**config.mk**
```make
export PLATFORM = sky130hd
export DESIGN_NAME = noc_network_interface
export DESIGN_NICKNAME = d
export VERILOG_FILES = /design/src/rtl/noc_network_interface.sv
export SDC_FILE = /design/constraint.sdc
export NUM_CORES = 1
export LEC_CHECK = 0
export CAP_MARGIN = 20
export CORE_ASPECT_RATIO = 0.6
export CORE_MARGIN = 2
export CORE_UTILIZATION = 59
export CTS_CLUSTER_DIAMETER = 40
export CTS_CLUSTER_SIZE = 30
export DETAILED_ROUTE_END_ITERATION = 16
export GPL_ROUTABILITY_DRIVEN = 1
export PLACE_DENSITY_LB_ADDON = 0.25
export SLEW_MARGIN = 10
export SYNTH_ARGS = -nofsm -noshare
export SYNTH_HDL_FRONTEND = slang
export SYNTH_SLANG_ARGS = --single-unit
```
**constraint.sdc**
```tcl
create_clock -name clk -period 8.9 [get_ports clk]
set_clock_uncertainty 0.1 [all_clocks]
set_input_delay 0.89 -clock clk [delete_from_list [all_inputs] [get_ports clk]]
set_output_delay 0.89 -clock clk [all_outputs]
set_load 0.05 [all_outputs]
```
**src/rtl/noc_network_interface.sv**
```systemverilog
// Network interface between a core and a mesh router local port: packs core messages into
// 32-bit flits for injection, filters and buffers ejected flits for the core, and keeps debug counters.
`timescale 1ns/1ps
module noc_network_interface #(
  parameter logic [2:0] NODE_ADDRESS = 3'b000,
  parameter int         TXQ_DEPTH    = 4,
  parameter int         RXQ_DEPTH    = 4
) (
  input  logic        clk,
  input  logic        rst_n,
  input  logic        core_tx_valid,
  output logic        core_tx_ready,
  input  logic [2:0]  core_tx_dst,
  input  logic [17:0] core_tx_payload,
  output logic        core_rx_valid,
  input  logic        core_rx_ready,
  output logic [2:0]  core_rx_src,
  output logic [7:0]  core_rx_seq,
  output logic [17:0] core_rx_payload,
  output logic [31:0] NOC_DATA_OUT,
  output logic        NOC_DATA_VALID_OUT,
  input  logic        NOC_FULL_IN,
  input  logic [31:0] NOC_DATA_IN,
  input  logic        NOC_DATA_VALID_IN,
  output logic [15:0] tx_count,
  output logic [15:0] rx_count,
  output logic [7:0]  drop_count,
  output logic [7:0]  misroute_count
);
  // Handshakes: a core transfer happens on the edge where valid & ready are both high; valid
  // and its payload stay stable until then. The router side has no ready: NOC_FULL_IN gates
  // injection, and ejected flits must be taken or counted as dropped in the cycle they arrive.

  localparam int TAW = $clog2(TXQ_DEPTH);
  localparam int RAW = $clog2(RXQ_DEPTH);
  localparam logic [TAW:0] TX_PTR_ONE = {{TAW{1'b0}}, 1'b1};
  localparam logic [RAW:0] RX_PTR_ONE = {{RAW{1'b0}}, 1'b1};

  // Injection queue: pointers carry one extra wrap bit to separate full from empty.
  logic [31:0]  r_txq_mem [TXQ_DEPTH];
  logic [TAW:0] r_tx_wr_ptr;
  logic [TAW:0] r_tx_rd_ptr;
  logic [7:0]   r_seq;
  logic [31:0]  r_noc_data;
  logic         r_noc_valid;
  logic [15:0]  r_tx_count;

  logic         w_tx_empty;
  logic         w_tx_full;
  logic         w_tx_push;
  logic         w_tx_pop;
  logic [31:0]  w_tx_flit;
  logic [31:0]  w_tx_head;

  assign w_tx_empty = (r_tx_wr_ptr == r_tx_rd_ptr);
  assign w_tx_full  = (r_tx_wr_ptr[TAW] != r_tx_rd_ptr[TAW]) &&
                      (r_tx_wr_ptr[TAW-1:0] == r_tx_rd_ptr[TAW-1:0]);
  assign w_tx_push  = core_tx_valid & ~w_tx_full;
  assign w_tx_pop   = ~w_tx_empty & ~NOC_FULL_IN;
  assign w_tx_flit  = {core_tx_payload, r_seq, NODE_ADDRESS, core_tx_dst};
  assign w_tx_head  = r_txq_mem[r_tx_rd_ptr[TAW-1:0]];

  always_ff @(posedge clk) begin
    if (!rst_n) begin
      r_tx_wr_ptr <= '0;
      r_tx_rd_ptr <= '0;
      r_seq       <= '0;
      r_noc_data  <= '0;
      r_noc_valid <= 1'b0;
      r_tx_count  <= '0;
    end else begin
      r_noc_valid <= w_tx_pop;
      if (w_tx_push) begin
        r_tx_wr_ptr <= r_tx_wr_ptr + TX_PTR_ONE;
        r_seq       <= r_seq + 8'd1;
      end
      if (w_tx_pop) begin
        r_tx_rd_ptr <= r_tx_rd_ptr + TX_PTR_ONE;
        r_noc_data  <= w_tx_head;
        r_tx_count  <= r_tx_count + 16'd1;
      end
    end
  end

  always_ff @(posedge clk) begin
    if (w_tx_push) r_txq_mem[r_tx_wr_ptr[TAW-1:0]] <= w_tx_flit;
  end

  // Ejection queue: a pop in the same cycle frees the slot, so a full queue still accepts.
  logic [31:0]  r_rxq_mem [RXQ_DEPTH];
  logic [RAW:0] r_rx_wr_ptr;
  logic [RAW:0] r_rx_rd_ptr;
  logic [15:0]  r_rx_count;
  logic [7:0]   r_drop_count;
  logic [7:0]   r_misroute_count;

  logic         w_rx_empty;
  logic         w_rx_full;
  logic         w_dst_ok;
  logic         w_rx_pop;
  logic         w_rx_push;
  logic         w_rx_drop;
  logic         w_rx_misroute;
  logic [31:0]  w_rx_head;

  assign w_rx_empty    = (r_rx_wr_ptr == r_rx_rd_ptr);
  assign w_rx_full     = (r_rx_wr_ptr[RAW] != r_rx_rd_ptr[RAW]) &&
                         (r_rx_wr_ptr[RAW-1:0] == r_rx_rd_ptr[RAW-1:0]);
  assign w_dst_ok      = (NOC_DATA_IN[2:0] == NODE_ADDRESS);
  assign w_rx_pop      = ~w_rx_empty & core_rx_ready;
  assign w_rx_misroute = NOC_DATA_VALID_IN & ~w_dst_ok;
  assign w_rx_drop     = NOC_DATA_VALID_IN & w_dst_ok & w_rx_full & ~w_rx_pop;
  assign w_rx_push     = NOC_DATA_VALID_IN & w_dst_ok & (~w_rx_full | w_rx_pop);
  assign w_rx_head     = r_rxq_mem[r_rx_rd_ptr[RAW-1:0]];

  always_ff @(posedge clk) begin
    if (!rst_n) begin
      r_rx_wr_ptr      <= '0;
      r_rx_rd_ptr      <= '0;
      r_rx_count       <= '0;
      r_drop_count     <= '0;
      r_misroute_count <= '0;
    end else begin
      if (w_rx_push) begin
        r_rx_wr_ptr <= r_rx_wr_ptr + RX_PTR_ONE;
        r_rx_count  <= r_rx_count + 16'd1;
      end
      if (w_rx_pop) r_rx_rd_ptr <= r_rx_rd_ptr + RX_PTR_ONE;
      if (w_rx_drop && (r_drop_count != 8'hFF)) r_drop_count <= r_drop_count + 8'd1;
      if (w_rx_misroute && (r_misroute_count != 8'hFF))
        r_misroute_count <= r_misroute_count + 8'd1;
    end
  end

  always_ff @(posedge clk) begin
    if (w_rx_push) r_rxq_mem[r_rx_wr_ptr[RAW-1:0]] <= NOC_DATA_IN;
  end

  assign core_tx_ready      = ~w_tx_full;
  assign NOC_DATA_OUT       = r_noc_data;
  assign NOC_DATA_VALID_OUT = r_noc_valid;
  assign core_rx_valid      = ~w_rx_empty;
  assign core_rx_src        = w_rx_head[5:3];
  assign core_rx_seq        = w_rx_head[13:6];
  assign core_rx_payload    = w_rx_head[31:14];
  assign tx_count           = r_tx_count;
  assign rx_count           = r_rx_count;
  assign drop_count         = r_drop_count;
  assign misroute_count     = r_misroute_count;

endmodule

```
==> results.json <==
{
  "whs_ps": 354,
  "dp_hpwl_microns": 17500,
  "portBuffers": 167,
  "crit_path_top_delay_cell": "clkdlybuf4s50_1",
  "core_region_area_sq_um": 21200,
  "start_kind": "register",
  "cts_buffers": 29,
  "antenna_left": 0,
  "layout-drive-gt1-share_pct": 13.6,
  "ctsHtreeMaxLevel": 1,
  "synth_cell_types": 48,
  "worstPathCellList": "buf_12, mux4_2, clkdlybuf4s50_1",
  "max_freq_mhz": 271,
  "slew_viol_final": 0,
  "cts_setup_buffers": 0,
  "drv_cap": 0,
  "cts_tree": "yes",
  "clock-sinks": 332,
  "grt_pass1_wl_microns": 43400,
  "grt.overflow.total": 0,
  "synth_area_per_cell_sq_um": 15.4,
  "finalHoldViolCount": 0,
  "ys_seq_elements": 332,
  "cts_repair_resize_count": 0,
  "synthArstFlopShare_pct": 0,
  "hold_path_class": "register to register",
  "r2r-start": "r_tx_rd_ptr[0]",
  "ys_warn_count": 0,
  "crit_arrival_ps": 2700,
  "path_clk_slew_ps": 70,
  "max_slew_margin_pct": 26.7,
  "via_per_inst": 5.96,
  "finalSetupViolCount": 0,
  "vias": 7805,
  "first_global_vias": 7748,
  "cts_buffer_depth": 3,
  "grt_usage_pct": 24.0,
  "fin_tns_setup_ps": 0,
  "max-vdd-ir-drop_v": 0.000190,
  "worst-slew-pin-transition_ps": 1100,
  "layout_min_cycle_time_ps": 3690,
  "syn-instance-count": 840,
  "initial_core_util_pct": 60.8,
  "wl_per_cell_microns": 20.6,
  "outcome": "finished, final reports clean",
  "clkLatencyLatePin_ps": 550,
  "netlist_area_sq_um": 12900,
  "grt_max_degree": 49,
  "diodes": 0,
  "fp.dieW_microns": 195,
  "fin_nets": 1082,
  "hold_path_startpoint": "NOC_DATA_OUT[9]",
  "drc": 0,
  "num_rows": 41,
  "crit_required_ps": 7910,
  "postLayoutCoreUtil_pct": 75.0,
  "gp_congestion": 0.787,
  "synth-main-ff-cell": "edfxtp_1",
  "leakagePower_nw": 5.10,
  "synth_edf_count": 232,
  "dr.first_iter.drc_count": 676,
  "first_pass_iters": 5,
  "period_share_pct": 41.5,
  "area_delta_synth_final_pct": 23.4,
  "critical_path_class": "register to output pin",
  "rsz0062_at_grt": "no",
  "drt_wl_total_microns": 27000,
  "grt_antenna_before_repair": 0,
  "cellPowerDensity_nw_per_um2": 223,
  "cp_max_fo": 19,
  "dieHeight_microns": 119,
  "clockRootBuffer": "clkbuf_16",
  "die_area_sq_um": 23100,
  "dp_slack_ps": 5460,
  "critPathCaptureType": "output pin",
  "final.setup.worst_slack_ps": 5210,
  "ios": 171,
  "ys_seq_area_share_pct": 69.5,
  "cpPeakStageDelay_ps": 730,
  "cts.hold.buffers_added": 0
}
area by class of cell:
| type | instances | area, sq um |
|---|---|---|
| clock inverters | 22 | 285 |
| multi-input cells | 448 | 3720 |
| clock buffers | 32 | 758 |
| flip-flops and latches | 332 | 8970 |
| repair buffers | 179 | 1780 |
| inverters | 18 | 67.6 |
| well taps | 279 | 349 |
| fillers | 1300 | 5310 |
power by group:
part           leakage, nW  switching, W  internal (W)
logic                 1.66      0.000299      0.000191
registers             2.94     0.0000343       0.00171
clock network        0.506      0.000623      0.000692
metal layers:
layer / vias up / global-route usage, % / part of all wire [%]
met5: - / 0 / 0
met4: 0 / 5.15 / 2.1
met3: 37 / 5.17 / 7.6
met2: 293 / 35.7 / 44
met1: 3880 / 37.0 / 46
li1: 3595 / - / -
through the flow:
stage	std cells	total power, W	area, sq um
2_1_floorplan	842	0.00211	12900
5_1_grt	1310	0.00368	15900
6_report	1310	0.00355	15900
3_3_place_gp	1254	0.00226	14900
4_1_cts	1308	0.00358	15900
3_5_place_dp	1254	0.00227	14900
cells in the final DEF (no fill, tap or decap), types with 4 or more instances in the layout:
cell type          n
nor4_1             5
nor2_1            19
mux4_2            58
clkdlybuf4s50_1  167
mux2i_1           12
ha_1              15
nand4_1           10
nand3_1           16
or3_1             15
clkbuf_16         30
nand2_1           93
o31ai_1           22
and2_1             4
buf_4             10
nand2b_1          10
a21oi_1           67
o21ai_0           15
xor2_1            10
dfxtp_1           98
or4_1             20
edfxtp_1         232
clkinv_8           6
inv_6              5
inv_1             17
xnor2_1           10
Yosys cell counts (all sizes together), types with 3 or more instances:
library cell	number	area, sq um
nand4	10	62.6
nor3	3	15.0
edfxtp	232	6970
nor4	6	43.8
buf	20	108
nor2	20	75.1
ha	15	188
mux4	58	1310
nand3	16	80.1
o41ai	3	33.8
o31ai	22	165
nand2b	10	62.6
o311ai	4	42.6
and4	3	26.3
o21ai	17	85.1
nand2	93	349
or4	21	161
xnor2	11	104
inv	18	67.6
or3	15	93.8
dfxtp	100	2000
mux2i	12	120
and2	7	43.8
a21oi	67	335
xor2	10	87.6
clkbuf	24	90.1
flip-flops by register name, summed over array words and instances, names as in the netlist, named ones only:
register / flops
tx_count: 16
r_tx_wr_ptr: 3
r_seq: 8
r_rx_rd_ptr: 3
r_rx_wr_ptr: 3
r_txq_mem: 116
misroute_count: 8
drop_count: 8
NOC_DATA_VALID_OUT: 1
rx_count: 16
r_tx_rd_ptr: 3
NOC_DATA_OUT: 29
r_rxq_mem: 116
worst paths after layout:
path                                         end  slack (ps)  cells after the start
worst min register to register   NOC_DATA_OUT[9]         350                      2
worst min-delay path             NOC_DATA_OUT[9]         350                      2
worst max register to register  NOC_DATA_OUT[31]        6130                      5
worst max-delay path              core_rx_src[1]        5210                      3
worst max-delay path: cells and delay by family (launching register included):
| kind | cells | cell delay [ps] |
|---|---|---|
| buffers and inverters | 2 | 990 |
| flip-flops | 1 | 590 |
| multiplexers | 1 | 570 |
cell families (layout without fill, tap and decap cells):
| logic type | count (synthesis) | after routing | synth area share [%] |
|---|---|---|---|
| adder cells (fa/ha/maj) | 15 | 15 | 1.45 |
| multiplexers | 70 | 70 | 11.0 |
| other | 1 | 3 | 0.0290 |
| buffers and inverters | 62 | 251 | 2.05 |
| AO/OA/AOI/OAI | 128 | 128 | 6.11 |
| flip-flops | 332 | 332 | 69.5 |
| AND/OR/NAND/NOR | 211 | 211 | 8.36 |
| XOR/XNOR | 21 | 21 | 1.48 |
Power figures use the tool's default switching activity.
